$ cat config.mk
export PLATFORM = sky130hd
export DESIGN_NAME = gametank_rom_loader
export DESIGN_NICKNAME = d
export VERILOG_FILES = /design/src/rtl/gametank_loader_pkg.sv /design/src/rtl/gametank_byte_fifo.sv /design/src/rtl/gametank_rom_loader.sv
export SDC_FILE = /design/constraint.sdc
export NUM_CORES = 1
export LEC_CHECK = 0
export BUFFER_PORTS_ARGS = -buffer_cell sky130_fd_sc_hd__buf_4
export CAP_MARGIN = 10
export CORE_ASPECT_RATIO = 0.9
export CORE_UTILIZATION = 50
export CTS_BUF_LIST = sky130_fd_sc_hd__clkbuf_16
export CTS_CLUSTER_SIZE = 16
export DETAILED_ROUTE_END_ITERATION = 12
export PLACE_DENSITY = 0.65
export SYNTH_ARGS = -nofsm -noshare
export SYNTH_HDL_FRONTEND = slang
export SYNTH_HIERARCHICAL = 1
export SYNTH_SLANG_ARGS = --single-unit
$ cat constraint.sdc
create_clock -name clk -period 9.5 [get_ports clk]
set_input_delay 1.425 -clock clk [delete_from_list [all_inputs] [get_ports clk]]
set_output_delay 1.425 -clock clk [all_outputs]
set_load 0.01 [all_outputs]
$ cat src/rtl/gametank_loader_pkg.sv
// Shared types and constants for the GameTank ROM loader: FSM states, GTR header layout, error codes.
package gametank_loader_pkg;

    typedef enum logic [2:0] {
        ST_IDLE,
        ST_HEADER,
        ST_DATA,
        ST_DRAIN,
        ST_DONE,
        ST_ERROR
    } loader_state_t;

    // "GTR\x1A" in stream order, byte 0 in the low bits
    localparam logic [31:0] GTR_MAGIC = 32'h1A525447;

    localparam logic [4:0] OFS_LEN0   = 5'd4;
    localparam logic [4:0] OFS_LEN1   = 5'd5;
    localparam logic [4:0] OFS_LEN2   = 5'd6;
    localparam logic [4:0] OFS_MAPPER = 5'd7;
    localparam logic [4:0] OFS_FLAGS  = 5'd8;
    localparam logic [4:0] OFS_CSUM   = 5'd9;

    localparam logic [1:0] LERR_NONE  = 2'd0;
    localparam logic [1:0] LERR_HDR   = 2'd1;
    localparam logic [1:0] LERR_OVF   = 2'd2;
    localparam logic [1:0] LERR_SHORT = 2'd3;

    function automatic logic [7:0] magic_byte(input logic [1:0] idx);
        return GTR_MAGIC[8*idx +: 8];
    endfunction

endpackage

$ cat src/rtl/gametank_byte_fifo.sv
// Small synchronous FIFO with synchronous flush; push is ignored when full, pop when empty.
module gametank_byte_fifo #(
    parameter int DEPTH = 4,
    parameter int WIDTH = 8
) (
    input  logic             clk,
    input  logic             rst_n,
    input  logic             flush,
    input  logic             push,
    input  logic             pop,
    input  logic [WIDTH-1:0] din,
    output logic [WIDTH-1:0] dout,
    output logic             full,
    output logic             empty
);
    localparam int AW = $clog2(DEPTH);

    logic [AW:0]      wr_ptr_q, wr_ptr_d, rd_ptr_q, rd_ptr_d;
    logic [WIDTH-1:0] mem_q [DEPTH];
    logic             do_push, do_pop;

    // Extra pointer bit distinguishes full from empty
    assign empty   = (wr_ptr_q == rd_ptr_q);
    assign full    = (wr_ptr_q[AW] != rd_ptr_q[AW]) && (wr_ptr_q[AW-1:0] == rd_ptr_q[AW-1:0]);
    assign dout    = mem_q[rd_ptr_q[AW-1:0]];
    assign do_push = push && !full && !flush;
    assign do_pop  = pop && !empty && !flush;

    always_comb begin
        wr_ptr_d = wr_ptr_q;
        rd_ptr_d = rd_ptr_q;
        if (flush) begin
            wr_ptr_d = '0;
            rd_ptr_d = '0;
        end else begin
            if (do_push) wr_ptr_d = wr_ptr_q + (AW+1)'(1);
            if (do_pop)  rd_ptr_d = rd_ptr_q + (AW+1)'(1);
        end
    end

    always_ff @(posedge clk or negedge rst_n) begin
        if (!rst_n) begin
            wr_ptr_q <= '0;
            rd_ptr_q <= '0;
            for (int i = 0; i < DEPTH; i++) mem_q[i] <= '0;
        end else begin
            wr_ptr_q <= wr_ptr_d;
            rd_ptr_q <= rd_ptr_d;
            if (do_push) mem_q[wr_ptr_q[AW-1:0]] <= din;
        end
    end

endmodule

$ cat src/rtl/gametank_rom_loader.sv
// GTR ROM loader: parses the header, buffers the payload and writes it to SDRAM port B.
// Optional payload checksum verification: define GTLOADER_CHECKSUM_EN.
//
// state  | meaning
// IDLE   | no load since reset
// HEADER | collecting and checking the header bytes
// DATA   | payload accepted into the FIFO, FIFO written out on clkref
// DRAIN  | rom_loading fell; emptying the FIFO, then length/checksum verdict
// DONE   | load succeeded, waiting for the next rom_loading rise
// ERROR  | load failed (see load_error), bytes ignored until next rise
module gametank_rom_loader
    import gametank_loader_pkg::*;
#(
    parameter int                    HDR_BYTES  = 16,
    parameter int                    FIFO_DEPTH = 4,
    parameter int                    ADDR_WIDTH = 22,
    parameter logic [ADDR_WIDTH-1:0] ROM_BASE   = '0
) (
    input  logic                  clk,
    input  logic                  resetn,
    input  logic                  clkref,
    input  logic                  rom_loading,
    input  logic [7:0]            rom_do,
    input  logic                  rom_do_valid,
    output logic                  loading,
    output logic [ADDR_WIDTH-1:0] loader_addr_mem,
    output logic [7:0]            loader_write_data_mem,
    output logic                  loader_write_mem,
    output logic [31:0]           mapper_flags,
    output logic                  load_done,
    output logic [1:0]            load_error
);
    // Counters must hold a length of up to 2^24-1 and also 2^ADDR_WIDTH
    localparam int CNT_W = (ADDR_WIDTH >= 24) ? ADDR_WIDTH + 1 : 25;

    loader_state_t         state_q, state_d;
    logic                  rom_loading_q;
    logic [4:0]            hdr_cnt_q, hdr_cnt_d;
    logic [23:0]           len_q, len_d;
    logic [7:0]            mapper_id_q, mapper_id_d, flags_q, flags_d;
    logic [CNT_W-1:0]      rx_cnt_q, rx_cnt_d, wr_cnt_q, wr_cnt_d;
    logic [31:0]           mapper_flags_q, mapper_flags_d;
    logic                  load_done_q, load_done_d;
    logic [1:0]            load_error_q, load_error_d;
    logic                  wr_q, wr_d;
    logic [ADDR_WIDTH-1:0] addr_q, addr_d;
    logic [7:0]            data_q, data_d;
    logic                  fifo_flush, fifo_push, fifo_pop, fifo_full, fifo_empty;
    logic [7:0]            fifo_dout;
    logic                  rise, fall, len_bad, csum_ok;

`ifdef GTLOADER_CHECKSUM_EN
    logic [7:0] csum_hdr_q, csum_hdr_d, sum_q, sum_d;
    assign csum_ok = (sum_q == csum_hdr_q);
`else
    assign csum_ok = 1'b1;
`endif

    assign rise    = rom_loading && !rom_loading_q;
    assign fall    = !rom_loading && rom_loading_q;
    assign len_bad = (len_q == 24'd0) || ({9'd0, len_q} > (33'd1 << ADDR_WIDTH));

    assign loading               = (state_q == ST_HEADER) || (state_q == ST_DATA) || (state_q == ST_DRAIN);
    assign loader_addr_mem       = addr_q;
    assign loader_write_data_mem = data_q;
    assign loader_write_mem      = wr_q;
    assign mapper_flags          = mapper_flags_q;
    assign load_done             = load_done_q;
    assign load_error            = load_error_q;

    gametank_byte_fifo #(.DEPTH(FIFO_DEPTH), .WIDTH(8)) u_fifo (
        .clk   (clk),
        .rst_n (resetn),
        .flush (fifo_flush),
        .push  (fifo_push),
        .pop   (fifo_pop),
        .din   (rom_do),
        .dout  (fifo_dout),
        .full  (fifo_full),
        .empty (fifo_empty)
    );

    always_comb begin
        state_d        = state_q;
        hdr_cnt_d      = hdr_cnt_q;
        len_d          = len_q;
        mapper_id_d    = mapper_id_q;
        flags_d        = flags_q;
        rx_cnt_d       = rx_cnt_q;
        wr_cnt_d       = wr_cnt_q;
        mapper_flags_d = mapper_flags_q;
        load_done_d    = load_done_q;
        load_error_d   = load_error_q;
        wr_d           = 1'b0;
        addr_d         = addr_q;
        data_d         = data_q;
        fifo_flush     = 1'b0;
        fifo_push      = 1'b0;
        fifo_pop       = 1'b0;
`ifdef GTLOADER_CHECKSUM_EN
        csum_hdr_d     = csum_hdr_q;
        sum_d          = sum_q;
`endif
        if (rise) begin
            state_d        = ST_HEADER;
            hdr_cnt_d      = '0;
            rx_cnt_d       = '0;
            wr_cnt_d       = '0;
            mapper_flags_d = '0;
            load_done_d    = 1'b0;
            load_error_d   = LERR_NONE;
            fifo_flush     = 1'b1;
`ifdef GTLOADER_CHECKSUM_EN
            sum_d          = '0;
`endif
        end else begin
            if ((state_q == ST_DATA || state_q == ST_DRAIN) && !fifo_empty && clkref) begin
                fifo_pop = 1'b1;
                wr_d     = 1'b1;
                addr_d   = ROM_BASE + wr_cnt_q[ADDR_WIDTH-1:0];
                data_d   = fifo_dout;
                wr_cnt_d = wr_cnt_q + CNT_W'(1);
            end
            unique case (state_q)
                ST_HEADER: begin
                    if (fall) begin
                        load_error_d = LERR_HDR;
                        state_d      = ST_ERROR;
                    end else if (rom_do_valid) begin
                        hdr_cnt_d = hdr_cnt_q + 5'd1;
                        case (hdr_cnt_q)
                            OFS_LEN0:   len_d[7:0]   = rom_do;
                            OFS_LEN1:   len_d[15:8]  = rom_do;
                            OFS_LEN2:   len_d[23:16] = rom_do;
                            OFS_MAPPER: mapper_id_d  = rom_do;
                            OFS_FLAGS:  flags_d      = rom_do;
`ifdef GTLOADER_CHECKSUM_EN
                            OFS_CSUM:   csum_hdr_d   = rom_do;
`endif
                            default: ;
                        endcase
                        if (hdr_cnt_q < 5'd4 && rom_do != magic_byte(hdr_cnt_q[1:0])) begin
                            load_error_d = LERR_HDR;
                            state_d      = ST_ERROR;
                        end else if (hdr_cnt_q == 5'(HDR_BYTES - 1)) begin
                            if (len_bad) begin
                                load_error_d = LERR_HDR;
                                state_d      = ST_ERROR;
                            end else begin
                                mapper_flags_d = {8'h00, len_q[23:16], flags_q, mapper_id_q};
                                state_d        = ST_DATA;
                            end
                        end
                    end
                end
                ST_DATA: begin
                    if (rom_do_valid && rx_cnt_q < CNT_W'(len_q)) begin
                        rx_cnt_d = rx_cnt_q + CNT_W'(1);
                        if (fifo_full) begin
                            if (load_error_q == LERR_NONE) load_error_d = LERR_OVF;
                        end else begin
                            fifo_push = 1'b1;
`ifdef GTLOADER_CHECKSUM_EN
                            sum_d     = sum_q + rom_do;
`endif
                        end
                    end
                    if (fall) state_d = ST_DRAIN;
                end
                ST_DRAIN: begin
                    if (fifo_empty) begin
                        if (wr_cnt_q == CNT_W'(len_q) && load_error_q == LERR_NONE && csum_ok) begin
                            state_d     = ST_DONE;
                            load_done_d = 1'b1;
                        end else begin
                            state_d = ST_ERROR;
                            if (load_error_q == LERR_NONE) load_error_d = LERR_SHORT;
                        end
                    end
                end
                default: ;
            endcase
        end
    end

    always_ff @(posedge clk or negedge resetn) begin
        if (!resetn) begin
            state_q        <= ST_IDLE;
            rom_loading_q  <= 1'b0;
            hdr_cnt_q      <= '0;
            len_q          <= '0;
            mapper_id_q    <= '0;
            flags_q        <= '0;
            rx_cnt_q       <= '0;
            wr_cnt_q       <= '0;
            mapper_flags_q <= '0;
            load_done_q    <= 1'b0;
            load_error_q   <= LERR_NONE;
            wr_q           <= 1'b0;
            addr_q         <= '0;
            data_q         <= '0;
`ifdef GTLOADER_CHECKSUM_EN
            csum_hdr_q     <= '0;
            sum_q          <= '0;
`endif
        end else begin
            state_q        <= state_d;
            rom_loading_q  <= rom_loading;
            hdr_cnt_q      <= hdr_cnt_d;
            len_q          <= len_d;
            mapper_id_q    <= mapper_id_d;
            flags_q        <= flags_d;
            rx_cnt_q       <= rx_cnt_d;
            wr_cnt_q       <= wr_cnt_d;
            mapper_flags_q <= mapper_flags_d;
            load_done_q    <= load_done_d;
            load_error_q   <= load_error_d;
            wr_q           <= wr_d;
            addr_q         <= addr_d;
            data_q         <= data_d;
`ifdef GTLOADER_CHECKSUM_EN
            csum_hdr_q     <= csum_hdr_d;
            sum_q          <= sum_d;
`endif
        end
    end

endmodule

==> metrics, run 1 <==
status=finished, final reports clean; sequential element share of the synthesized area=46.6%; Multi-input gate area=5170 um^2; H-tree depth=4; worst hold path cell count=2; first-pass GRT wire length=40000 um; vias in the first global route=7291; switching pwr=0.583 mW; Via-to-Cell Ratio=5.78; layout cell share with drive strength beyond 1=20.4%; FFs w/ async S/R, synth=100%; most common cell in the netlist=dfrtp_1; headroom to the max-slew limit=32.5%; critical path type=flip-flop to flip-flop; initial antenna violation count=0; Hold Path Class=flip-flop to flip-flop; Top Layer Used=met4; Power Internal=1.37 mW; Routed Antenna Nets=0; post-route cell area=11800 um^2; crit start category=flip-flop; leak pwr=5.53 nW; Total Nets Final=1119; vias post-DR=7710; yosys warns=6; P&R area growth vs syn=12.5%; Reg2Reg Capture Point=u_fifo/mem_q[2]; die width=155 um; cells on worst reg2reg path=7; CTS tree=built; slowest stage delay, CP=800 ps; setup TNS=0 ps; antenna cells=0; hold wc startpoint=loader_addr_mem[1]; Mapped Avg Cell Area=10.3 um^2; Ports=80; Seq pwr share=45.6%; CP max FO=16; hold-fix buffer count after cts=0; Syn Inst Count=1014; # clock sinks=195; Yosys cell types=76; FF-to-FF Start=u_fifo/rd_ptr_q[1]; Sw Ratio=29.9%; Clock Pin Slew Worst Setup and Hold Paths=70 ps; Logic pwr share=15.3%; hold path endpoint=loader_addr_mem[1]; Post-synth top cells=195 x dfrtp_1, 176 x nand2_1, 72 x mux2_2; Root Buffer=clkbuf_16; cell area after synthesis=10500 um^2; HPWL Detailed=16900 um; postcts setup bufs=0; max-slew violation count=0; Initial Util=51.8%; crit path DAT=4160 ps; Crit path top cell by count=nor3_1; fin crit share=40.4%; Die ar.=21500 um^2; area leader, netlist=dfrtp_1; Skew-Pair Late Insertion Delay=440 ps; grt ovf=0; Worst Skew=13.9 ps; DRT Pass-1 Iters=7; CTS buffer count=17; Die Span Y=139 um; worst hold slack=479 ps; final setup violating endpoints=0; required time of the worst setup path=9820 ps; crit path max-delay cell type=dfrtp_1; Final Wtd Congestion=0.848; maximum vdd drop=0.122 mV; WL/cell=18.5 um; post_cts resized=0; maximum clock rate=260 MHz; Post-Route WL=24700 um; Final Hold Vio Count=0; crit path capture type=flip-flop; post-synth top area share=46.6%; Power Density=165 nW/um^2; # DRC=0; M1 WL=12100 um; MaxCap Viol Count=0; post-route minimum period=3840 ps; core area=20200 um^2; gr usage total=23.9%; met2 wire length=11000 um; Reg area=4880 um^2; largest net degree at the start of global routing=121; Clock Tree Buf Depth=2; clock power share=39.1%; CP Cell Sequence=xor2_2 > nor3_1 > or3_1 > nor3_1 > nand2_1 > a311oi_4 > mux2_2; FP Rows=49; Post-DP Area=11200 um^2; Synth Flop Type=dfrtp_1; Worst Tran Pin Value=1010 ps; Filler cells=1704; Initial DRC Count=754; largest cells by area after synthesis=dfrtp_1 47%, mux2_2 7.7%, nand2_1 6.3%, ha_1 4.7%, xnor2_1 3.8%; met3 wire len=1420 um; Seq cells post-synth=195; internal reg-to-reg setup slack=5660 ps; fin util=58.3%; IO Port Bufs=71; RSZ-0062 raised after global routing=no; Post-synth EDFFs=0
-- how the worst max path moves through the flow --
stage	to	slack, ps	depth (start not counted)	start
6_report	u_fifo/mem_q[2]	5660	7	u_fifo/rd_ptr_q[1]
5_1_grt	u_fifo/mem_q[2]	5470	7	u_fifo/rd_ptr_q[1]
4_1_cts	u_fifo/mem_q[7]	5710	7	u_fifo/rd_ptr_q[1]
3_5_place_dp	u_fifo/rd_ptr_q[1]	5310	11	rom_loading
3_3_place_gp	u_fifo/rd_ptr_q[1]	5380	11	rom_loading
2_1_floorplan	u_fifo/mem_q[10]	5630	9	rom_loading
-- cells by family (layout without fill, tap and decap cells) --
family / after synthesis / in the layout / synth area share (%)
simple gates: 403 / 403 / 19.3
flops: 195 / 195 / 46.6
mux: 114 / 114 / 13.0
buf+inv: 103 / 162 / 4.38
compound gates: 101 / 101 / 7.09
xor+xnor: 58 / 58 / 4.99
fa+ha+maj: 39 / 39 / 4.66
other cells: 1 / 8 / 0.0358
-- power by group through the flow --
| stage | clock, mW | sequential [mW] | combinational (mW) |
|---|---|---|---|
| after floorplan | 0 | 0.881 | 0.213 |
| after global placement | 0 | 0.903 | 0.291 |
| after detailed placement | 0 | 0.905 | 0.294 |
| after CTS | 0.779 | 0.888 | 0.296 |
| after global routing | 0.811 | 0.893 | 0.329 |
| final | 0.761 | 0.889 | 0.298 |
-- metal layers --
| layer | GRT usage (%) | up-vias |
|---|---|---|
| li1 | - | 3653 |
| met1 | 35.9 | 3810 |
| met2 | 35.4 | 222 |
| met3 | 5.20 | 25 |
| met4 | 5.32 | 0 |
| met5 | 0 | - |
-- layout make-up --
class / instances / area share [%]
sequential: 195 / 41.4
multi-input combinational: 723 / 43.9
clock inverter: 15 / 1.76
timing repair buffer: 78 / 5.02
inverter: 52 / 1.66
tap: 255 / 2.71
clock buffer: 17 / 3.61
-- critical path: cells and delay by family (launching register included) --
kind	cells	cell delay, ps
flip-flops	1	800
AND/OR/NAND/NOR	4	1340
AO/OA/AOI/OAI	1	570
XOR/XNOR	1	610
multiplexers	1	400
-- cells in the final DEF (no fill, tap or decap), drive strengths merged, types with 16 or more instances in the layout --
cell / n
ha: 39
dfrtp: 195
a21oi: 28
inv: 58
mux2i: 26
buf: 77
nor3: 16
o21ai: 26
clkbuf: 18
mux2: 80
nand2: 176
nand3: 23
nand4: 32
nor4: 19
nor2: 60
xnor2: 47
-- state kept, by name (all words and copies together) (netlist names) --
| signal | count |
|---|---|
| u_fifo/rd_ptr_q | 3 |
| rx_cnt_q | 25 |
| u_fifo/wr_ptr_q | 3 |
| len_q | 24 |
| mapper_flags | 24 |
| load_error | 2 |
| loader_addr_mem | 22 |
| rom_loading_q | 1 |
| loader_write_mem | 1 |
| load_done | 1 |
| hdr_cnt_q | 5 |
| loader_write_data_mem | 8 |
| u_fifo/mem_q | 32 |
| state_q | 3 |
| mapper_id_q | 8 |
| flags_q | 8 |
| wr_cnt_q | 25 |
-- stage by stage --
stage / total power, mW / cells / worst slack [ps]
floorplan: 1.09 / 1021 / 5630
global placement: 1.19 / 1303 / 5380
detailed placement: 1.20 / 1303 / 5310
CTS: 1.96 / 1335 / 5710
global route: 2.03 / 1335 / 5470
finish: 1.95 / 1335 / 5660
Note: power is estimated with default switching activity, not from simulation.
==> run 2: changes to the inputs <==
Clock period 9.5 ns to 3.7 ns, I/O delays scaled along.
==> run 2 against run 1 <==
Routed wire length decreased by 0.82%. Core utilization grew 0.19 points. Sequential share of layout area fell by 0.14 points. Sequential power rose to 2.5 times the previous value. Clock power increased by 150%. Highest routed layer unchanged.
==> metrics, run 2 (synthesis gave the netlist of run 1 again) <==
internal reg-to-reg setup slack=430 ps; max FFs per register=32; status=finished, final reports clean; Reg with most FFs=u_fifo/mem_q; crit start category=flip-flop; delay-heaviest family, CP=compound AO/OA/AOI/OAI gates; Filler cells=1717; Sw Ratio=31.3%; IO Port Bufs=71; Worst Skew=18.3 ps; Power Density=418 nW/um^2; gr usage total=24.3%; headroom to the max-slew limit=47.8%; antenna cells=0; initial antenna violation count=0; Ports=80; DRT Pass-1 Iters=7; Post-Route WL=24500 um; Post-DP Area=11200 um^2; Bufs and invs on worst path=2; crit path capture type=flip-flop; postcts setup bufs=0; max-slew violation count=0; grt ovf=0; first-pass GRT wire length=40700 um; Via-to-Cell Ratio=5.74; commonest non-fill, non-tap cell in the layout=dfrtp_1; Final Hold Vio Count=0; core area=20200 um^2; Die Span Y=139 um; CP Cell Sequence=inv_1 > ha_1 > a21oi_1 > o211ai_1 > a21oi_1 > nand3_1 > nor3_1 > buf_4 > nor2b_1 > o311ai_4 > mux2_2; Root Buffer=clkbuf_16; Reg2Reg Capture Point=u_fifo/mem_q[31]; most frequent cells in the layout=195 x dfrtp_1, 176 x nand2_1, 83 x buf_4, 72 x mux2_2, 60 x nor2_1; cells on worst reg2reg path=11; fin crit share=88.5%; CP max FO=8; final setup violating endpoints=0; Critical Path End=u_fifo/mem_q[31]; setup TNS=0 ps; Initial Util=51.8%; Power Internal=3.39 mW; post-route cell area=11800 um^2; Worst Tran Pin Value=783 ps; Skew-Pair Late Insertion Delay=450 ps; maximum vdd drop=0.349 mV; post-route minimum period=3270 ps; maximum clock rate=306 MHz; Die ar.=21500 um^2; WL/cell=18.3 um; Clock Tree Buf Depth=2; vias in the first global route=7453; required time of the worst setup path=4030 ps; H-tree depth=4; vias post-DR=7697; MaxCap Viol Count=0; RSZ-0062 raised after global routing=no; crit path max-delay cell type=nor2b_1; Hold Path Class=input pin to async pin; Total Nets Final=1126; CTS tree=built; # DRC=0; switching pwr=1.55 mW; FP Rows=49; layout cell share with drive strength beyond 1=20.8%; Logic pwr share=16.1%; P&R area growth vs syn=12.9%; crit path DAT=3600 ps; Top Registers=u_fifo/mem_q (32), rx_cnt_q (25), wr_cnt_q (25); Seq pwr share=45.6%; Crit path depth=11; HPWL Detailed=17000 um; CTS buffer count=17; hold-fix buffer count after cts=0; die width=155 um; # clock sinks=195; clock power share=38.3%; Initial DRC Count=489; FF-to-FF Start=len_q[22]; leak pwr=5.56 nW; slowest stage delay, CP=460 ps; critical path type=flip-flop to flip-flop; Crit path top cell by count=a21oi_1; largest net degree at the start of global routing=96; Setup crit start=len_q[22]; Final Wtd Congestion=0.880; Routed Antenna Nets=0; post_cts resized=0; Clock Pin Slew Worst Setup and Hold Paths=80 ps
## run 2: routing by layer
layer  vias up  global-route usage [%]  share of wire [%]
met1      3812                    36.3                 50
met5         -                       0                  0
met4         0                    6.46                1.4
met3        27                    4.05                4.1
li1       3667                       -                  -
met2       191                    36.6                 44
## run 2: worst min path at each step
stage	end
finish	mapper_flags[10]
global route	flags_q[2]
CTS	mapper_flags[10]
detailed placement	loader_addr_mem[7]
global placement	loader_write_data_mem[2]
floorplan	flags_q[0]
## run 2: final cells by class
type / count / area (um^2) / area share, %
Multi-Input combinational cell: 723 / 5170 / 43.7
Sequential cell: 195 / 4880 / 41.3
Timing Repair Buffer: 85 / 657 / 5.55
Clock buffer: 17 / 425 / 3.60
Tap cell: 255 / 319 / 2.70
Inverter: 52 / 195 / 1.65
Clock inverter: 15 / 181 / 1.53
## run 2: worst reg2reg max path, cell delays in order, from the launching register on
cell and delay [ps]:
dfrtp_1 440, inv_1 110, ha_1 360, a21oi_1 170, o211ai_1 110, a21oi_1 330, nand3_1 150, nor3_1 190
buf_4 180, nor2b_1 460, o311ai_4 320, mux2_2 340
## run 2: through the flow
stage | std cells | power [mW] | hold WS [ps] | util [%] | setup WS, ps
after detailed placement | 1310 | 3.08 | 464 | 55.5 | 477
after CTS | 1342 | 4.98 | 203 | 58.5 | 433
after floorplan | 1021 | 2.81 | 259 | - | 683
after global routing | 1342 | 5.16 | 239 | 58.5 | 213
final | 1342 | 4.94 | 174 | 58.5 | 427
after global placement | 1310 | 3.08 | 461 | 55.5 | 552
## run 2: power groups by stage
stage / Combinational (mW) / Clock [mW] / Sequential (mW)
finish: 0.798 / 1.89 / 2.25
global placement: 0.786 / 0 / 2.29
CTS: 0.799 / 1.94 / 2.25
floorplan: 0.547 / 0 / 2.26
detailed placement: 0.793 / 0 / 2.29
global route: 0.888 / 2.02 / 2.26
